**config.mk**
```make
export PLATFORM = sky130hd
export DESIGN_NAME = lvds_rx_deframe
export DESIGN_NICKNAME = d
export VERILOG_FILES = /design/src/rtl/lvds_rx_deframe_pkg.sv /design/src/rtl/lvds_word_aligner.sv /design/src/rtl/lvds_rx_deframe.sv
export SDC_FILE = /design/constraint.sdc
export NUM_CORES = 1
export LEC_CHECK = 0
export BUFFER_PORTS_ARGS = -buffer_cell sky130_fd_sc_hd__buf_2
export CAP_MARGIN = 20
export CORE_MARGIN = 1
export CORE_UTILIZATION = 54
export DETAILED_ROUTE_END_ITERATION = 12
export HOLD_SLACK_MARGIN = 0.15
export PLACE_DENSITY_LB_ADDON = 0.1
export SLEW_MARGIN = 30
export SYNTH_ARGS = -nofsm -noshare
export SYNTH_HDL_FRONTEND = slang
export SYNTH_HIERARCHICAL = 1
export SYNTH_SLANG_ARGS = --single-unit
```
**constraint.sdc**
```tcl
create_clock -name i_clk -period 1.9 [get_ports i_clk]
set_clock_uncertainty 0.05 [all_clocks]
set_input_delay 0.095 -clock i_clk [delete_from_list [all_inputs] [get_ports i_clk]]
set_output_delay 0.095 -clock i_clk [all_outputs]
set_load 0.05 [all_outputs]
```
**src/rtl/lvds_rx_deframe_pkg.sv**
```systemverilog
// FPD-Link 7:1 (RGB666) constants, aligner state type and lane unpack helper,
// shared by the RX deframer and the TX-side panel path.
package lvds_rx_deframe_pkg;

  localparam int LANE_W    = 7;
  localparam int NUM_LANES = 3;
  localparam int COLOR_W   = 6;

  localparam logic [LANE_W-1:0] CLK_PATTERN = 7'b1100011;

  // Bit positions of the non-colour fields inside each lane word (bit 6 is sent first)
  localparam int L0_G0 = 6;
  localparam int L1_B0 = 5;
  localparam int L1_B1 = 6;
  localparam int L2_HS = 4;
  localparam int L2_VS = 5;
  localparam int L2_DE = 6;

  typedef enum logic [2:0] {
    HUNT,
    SLIP,
    SETTLE,
    CHECK,
    LOCKED
  } align_state_t;

  typedef struct packed {
    logic [COLOR_W-1:0] r;
    logic [COLOR_W-1:0] g;
    logic [COLOR_W-1:0] b;
    logic               hs;
    logic               vs;
    logic               de;
  } pixel_t;

  function automatic pixel_t unpack_lanes(input logic [NUM_LANES*LANE_W-1:0] word);
    logic [LANE_W-1:0] lane0;
    logic [LANE_W-1:0] lane1;
    logic [LANE_W-1:0] lane2;
    pixel_t            pix;
    lane0  = word[LANE_W-1:0];
    lane1  = word[2*LANE_W-1:LANE_W];
    lane2  = word[3*LANE_W-1:2*LANE_W];
    pix.r  = lane0[5:0];
    pix.g  = {lane1[4:0], lane0[L0_G0]};
    pix.b  = {lane2[3:0], lane1[L1_B1], lane1[L1_B0]};
    pix.hs = lane2[L2_HS];
    pix.vs = lane2[L2_VS];
    pix.de = lane2[L2_DE];
    return pix;
  endfunction

endpackage

```
**src/rtl/lvds_word_aligner.sv**
```systemverilog
// Word aligner: slips the deserializers until the clock lane shows the
// reference pattern for CHECK_CYCLES in a row, then watches for loss of lock.
module lvds_word_aligner
  import lvds_rx_deframe_pkg::*;
#(
  parameter int SETTLE_CYCLES = 4,
  parameter int CHECK_CYCLES  = 64,
  parameter int LOSS_ERRS     = 4,
  parameter int MAX_SLIPS     = 7
) (
  input  logic              clk,
  input  logic              resetn,
  input  logic [LANE_W-1:0] clk_word,
  output logic              bitslip,
  output logic              locked,
  output logic              align_err
);

  localparam int CW = $clog2(CHECK_CYCLES + 1);
  localparam int SW = $clog2(SETTLE_CYCLES + 1);
  localparam int MW = $clog2(LOSS_ERRS + 1);
  localparam int PW = $clog2(MAX_SLIPS + 1);

  localparam logic [CW-1:0] CHECK_LAST  = CW'(CHECK_CYCLES - 1);
  localparam logic [SW-1:0] SETTLE_LAST = SW'(SETTLE_CYCLES - 1);
  localparam logic [MW-1:0] MISS_LAST   = MW'(LOSS_ERRS - 1);
  localparam logic [PW-1:0] SLIP_MAX    = PW'(MAX_SLIPS);
  localparam logic [PW-1:0] SLIP_ERR_AT = PW'(MAX_SLIPS - 1);

  align_state_t  state, next_state;
  logic [CW-1:0] check_cnt, check_nxt;
  logic [SW-1:0] settle_cnt, settle_nxt;
  logic [MW-1:0] miss_cnt, miss_nxt;
  logic [PW-1:0] slip_cnt, slip_nxt;
  logic          err_nxt;
  logic          match;

  assign match     = (clk_word == CLK_PATTERN);
  assign bitslip   = (state == SLIP);
  assign locked    = (state == LOCKED);

  always_ff @(posedge clk or negedge resetn) begin
    if (!resetn) begin
      state      <= HUNT;
      check_cnt  <= '0;
      settle_cnt <= '0;
      miss_cnt   <= '0;
      slip_cnt   <= '0;
      align_err  <= 1'b0;
    end else begin
      state      <= next_state;
      check_cnt  <= check_nxt;
      settle_cnt <= settle_nxt;
      miss_cnt   <= miss_nxt;
      slip_cnt   <= slip_nxt;
      align_err  <= err_nxt;
    end
  end

  // Every SLIP is followed by SETTLE and HUNT, so bitslip pulses are spaced SETTLE_CYCLES+2 apart
  always_comb begin
    next_state = state;
    check_nxt  = check_cnt;
    settle_nxt = settle_cnt;
    miss_nxt   = miss_cnt;
    slip_nxt   = slip_cnt;
    err_nxt    = align_err;
    unique case (state)
      HUNT: begin
        if (match) begin
          next_state = CHECK;
          check_nxt  = CW'(1);
        end else begin
          next_state = SLIP;
        end
      end
      SLIP: begin
        next_state = SETTLE;
        settle_nxt = '0;
        if (slip_cnt != SLIP_MAX) slip_nxt = slip_cnt + 1'b1;
        if (slip_cnt >= SLIP_ERR_AT) err_nxt = 1'b1;
      end
      SETTLE: begin
        if (settle_cnt == SETTLE_LAST) begin
          next_state = HUNT;
          settle_nxt = '0;
        end else begin
          settle_nxt = settle_cnt + 1'b1;
        end
      end
      CHECK: begin
        if (!match) begin
          next_state = SLIP;
          check_nxt  = '0;
        end else if (check_cnt == CHECK_LAST) begin
          next_state = LOCKED;
          check_nxt  = '0;
          miss_nxt   = '0;
          slip_nxt   = '0;
          err_nxt    = 1'b0;
        end else begin
          check_nxt = check_cnt + 1'b1;
        end
      end
      LOCKED: begin
        if (match) begin
          miss_nxt = '0;
        end else if (miss_cnt == MISS_LAST) begin
          next_state = HUNT;
          miss_nxt   = '0;
        end else begin
          miss_nxt = miss_cnt + 1'b1;
        end
      end
      default: next_state = HUNT;
    endcase
  end

endmodule

```
**src/rtl/lvds_rx_deframe.sv**
```systemverilog
// FPD-Link 7:1 receive deframer: lane alignment, two-stage RGB666 unpack
// pipeline and active-video x/y position tracking.
module lvds_rx_deframe
  import lvds_rx_deframe_pkg::*;
#(
  parameter int SETTLE_CYCLES = 4,
  parameter int CHECK_CYCLES  = 64,
  parameter int LOSS_ERRS     = 4,
  parameter int MAX_SLIPS     = 7,
  parameter int X_W           = 12,
  parameter int Y_W           = 12
) (
  input  logic                        i_clk,
  input  logic                        i_resetn,
  input  logic [LANE_W-1:0]           i_clk_word,
  input  logic [NUM_LANES*LANE_W-1:0] i_data_word,
  output logic                        o_bitslip,
  output logic                        o_locked,
  output logic                        o_align_err,
  output logic                        o_valid,
  output logic [COLOR_W-1:0]          o_r,
  output logic [COLOR_W-1:0]          o_g,
  output logic [COLOR_W-1:0]          o_b,
  output logic                        o_hs,
  output logic                        o_vs,
  output logic                        o_de,
  output logic [X_W-1:0]              o_x,
  output logic [Y_W-1:0]              o_y
);

  logic [NUM_LANES*LANE_W-1:0] data_s1;
  logic                        valid_s1;
  pixel_t                      pix_s1;

  lvds_word_aligner #(
    .SETTLE_CYCLES(SETTLE_CYCLES),
    .CHECK_CYCLES (CHECK_CYCLES),
    .LOSS_ERRS    (LOSS_ERRS),
    .MAX_SLIPS    (MAX_SLIPS)
  ) u_aligner (
    .clk      (i_clk),
    .resetn   (i_resetn),
    .clk_word (i_clk_word),
    .bitslip  (o_bitslip),
    .locked   (o_locked),
    .align_err(o_align_err)
  );

  always_ff @(posedge i_clk or negedge i_resetn) begin
    if (!i_resetn) begin
      data_s1  <= '0;
      valid_s1 <= 1'b0;
    end else begin
      data_s1  <= i_data_word;
      valid_s1 <= o_locked;
    end
  end

  always_comb begin
    pix_s1 = '0;
    if (valid_s1) pix_s1 = unpack_lanes(data_s1);
  end

  always_ff @(posedge i_clk or negedge i_resetn) begin
    if (!i_resetn) begin
      o_valid <= 1'b0;
      o_r     <= '0;
      o_g     <= '0;
      o_b     <= '0;
      o_hs    <= 1'b0;
      o_vs    <= 1'b0;
      o_de    <= 1'b0;
    end else begin
      o_valid <= valid_s1;
      o_r     <= pix_s1.r;
      o_g     <= pix_s1.g;
      o_b     <= pix_s1.b;
      o_hs    <= pix_s1.hs;
      o_vs    <= pix_s1.vs;
      o_de    <= pix_s1.de;
    end
  end

  // Edges are seen by comparing the presented sample with the one loading behind it,
  // so a new x/y appears together with the pixel it belongs to; the VS clear is last so it wins
  always_ff @(posedge i_clk or negedge i_resetn) begin
    if (!i_resetn) begin
      o_x <= '0;
      o_y <= '0;
    end else if (!valid_s1) begin
      o_x <= '0;
      o_y <= '0;
    end else begin
      if (o_de && pix_s1.de) begin
        o_x <= o_x + 1'b1;
      end else if (o_de && !pix_s1.de) begin
        o_x <= '0;
        o_y <= o_y + 1'b1;
      end
      if (pix_s1.vs && !o_vs) o_y <= '0;
    end
  end

endmodule

```
==> metrics.yaml <==
logic_synthesis:
  yosysSeqAreaShare_pct: 60.7
  synth_top_area_cell: "dfrtp_1"
  synth.distinct_cells: 52
  synth_nets: 350
  ys_async_sr_fraction_pct: 100
  syn-cell-area_um2: 3630
  yosys_register_bits: 88
  synth_flop_cell: "dfrtp_1"
  synth_edf_count: 0
  synth_top_cell_area_share_pct: 60.7
  syn-instance-count: 313
  syn_area_per_cell_um2: 11.6
  synth_top_cells_by_area: "dfrtp_1, and2_1, o21ai_0"
  yosys_warnings: 6
layout:
  layout_commonest_cell: "dfrtp_1"
  area_growth_pct: 25.2
  drive_gt1_share_pct: 27.1
  final_net_count: 457
  mostFrequentLayoutCells: "dfrtp_1, buf_2, o21ai_0"
  diodes: 0
timing:
  period_minus_slack_ns: 1.65
  hold_viol_final: 0
  fin_tns_setup_ns: 0
  worst_hold_slack_ns: 0.193
  rsz0062_at_grt: "no"
  drv_slew: 0
  finalSetupViolCount: 0
  fmax_ghz: 0.608
  worst_pin_slew_ns: 0.627
  relSlewSlack_pct: 58.1
  min_period_over_period_pct: 86.6
power_and_ir_drop:
  intPower_mw: 2.66
  power.switching_mw: 1.03
  power_density_nw_per_um2: 814
  pwr-share-comb_pct: 15.1
  peakVddDrop_uv: 543
  switching_share_pct: 28.0
  p_leak_nw: 2.25
  share_seq_of_total_power_pct: 53.3
  p_clk_share_pct: 31.7
route:
  wl_per_cell_um: 13.6
  dr.pass1.iters: 10
  vias: 2636
  wl_mm: 6.85
  first_iter_violations: 147
  routed_via_density: 5.25
  drc: 12
  antenna_left: 0
die:
  start_util_pct: 56.5
  die_area_um2: 7050
  ios: 79
  core_um2: 6420
  fp.dieH_um: 83.9
  die_x_um: 83.9
  rows: 29
worst_setup_path:
  cp.arrival_ns: 1.50
  critical_path_buf_inv_count: 2
  critPathLaunchType: "flop"
  r2r-start: "u_aligner/state[2]$_DFFE_PN0P_"
  crit_slowest_cell: "dfrtp_1"
  crit_cells: 3
  cp-startpoint: "u_aligner/state[1]$_DFFE_PN0P_"
  path_max_fanout: 9
  crit_family: "buffers and inverters"
  crit_end: "o_locked"
  criticalPathCategory: "reg -> out"
  slowest_delay_ns: 0.39
  cp_cell_sequence: "buf_4 > nor3b_4 > buf_2"
  r2r_cells: 3
  cp.required_ns: 1.75
  reg2reg_setup_slack_ns: 0.26
  reg2reg_to: "u_aligner/check_cnt[4]$_DFFE_PN0P_"
  end_kind: "output pin"
place:
  dp_hpwl_mm: 4.64
  gp_congestion: 0.797
  port_buffers: 78
grt:
  antenna_found_initial: 0
  grt_first_pass_wirelength_mm: 12.0
  grt_max_degree: 46
  grt_pass1_vias: 2668
  grt_usage_pct: 22.2
  overflow: 0
job:
  maxCapViolations: 0
clock_network:
  cts_tree: "done"
  cts_buffers: 9
  root_buffer: "clkbuf_8"
  clk_pin_slew_worst_paths_ns: 0.08
  clkLatencyLatePin_ns: 0.35
  clock-sinks: 88
  ctsResizeCount: 0
  cts_max_path_buffers: 2
  cts_htree_levels: 3
run_status:
  status: "finished, violations left"
  violations: "DRC"
worst_hold_path:
  hold_path_class: "in -> reg"
-- kinds of logic after synthesis --
family	Yosys count	share of synthesized area, %
compound gates	60	9.90
buf+inv	22	3.00
mux	4	1.14
fa+ha+maj	7	2.42
simple gates	121	20.2
flops	88	60.7
xor+xnor	11	2.66
-- worst min path at each step --
stage	from	depth (start not counted)	end	slack [ns]
after global routing	i_clk_word[2]	5	u_aligner/check_cnt[5]$_DFFE_PN0P_	0.21
after global placement	i_resetn	1	o_x[0]$_DFFE_PN0P_	0.08
after detailed placement	i_resetn	1	o_x[0]$_DFFE_PN0P_	0.09
after floorplan	i_resetn	0	data_s1[0]$_DFF_PN0_	-0.25
after CTS	i_clk_word[2]	5	u_aligner/check_cnt[5]$_DFFE_PN0P_	0.18
final	i_clk_word[2]	5	u_aligner/check_cnt[2]$_DFFE_PN0P_	0.19
-- worst min-delay path, stage by stage --
cell and delay, ns:
buf_2 0.07, nand4bb_4 0.16, nor3_4 0.08, nand2_1 0.06, o21ai_0 0.07
-- state kept, by name, summed over array words and instances, names as in the netlist, 6 cells and up --
name and count:
data_s1 21, o_x 12, o_y 12, u_aligner/check_cnt 7, o_b 6, o_g 6, o_r 6
-- synthesized netlist by cell type (9+ instances only) --
cell type	instances
nand4_1	10
dfrtp_1	88
and2_1	22
o21ai_0	24
nor2_1	18
nand2_1	20
inv_1	9
a21oi_1	11
-- power groups by stage --
| stage | registers, mW | clock network (mW) | logic, mW |
|---|---|---|---|
| after global routing | 1.98 | 1.30 | 0.631 |
| final | 1.97 | 1.17 | 0.556 |
| after detailed placement | 2.01 | 0 | 0.519 |
| after CTS | 1.97 | 1.22 | 0.559 |
| after global placement | 2.00 | 0 | 0.508 |
| after floorplan | 2.00 | 0 | 0.373 |
-- layout make-up --
class                      count  area (µm²)
inverter                       9        33.8
clock buffer                  10         128
fill                         463        1880
multi-input combinational    203        1340
clock inverter                 6        47.5
timing repair buffer         109         693
sequential                    88        2200
tap                           77        96.3
-- per-stage QoR --
stage          cells  area (µm²)  setup slack (ns)  util (%)  power, mW
6_report         502        4540             0.254      70.7       3.70
5_1_grt          502        4540             0.137      70.7       3.91
4_1_cts          502        4540             0.213      70.7       3.75
3_5_place_dp     464        4140             0.287      64.5       2.53
3_3_place_gp     464        4140             0.316      64.5       2.51
2_1_floorplan    313        3650             0.103         -       2.37
-- routing by layer --
layer / GRT usage, % / wire, µm / share of wire [%] / vias to the layer above
li1: - / - / - / 1310
met3: 4.35 / 275 / 4.0 / 9
met5: 0 / 0 / 0 / -
met1: 27.2 / 3030 / 44 / 1253
met4: 10.5 / 127 / 1.9 / 0
met2: 37.7 / 3410 / 50 / 64
-- repair_timing --
| item | CTS | global route |
|---|---|---|
| hold buffers | 22 | 0 |
| endpoints found under the hold margin | 91 | 0 |
| setup buffers | 0 | 0 |
No activity file was read; power rests on OpenSTA's default activity.
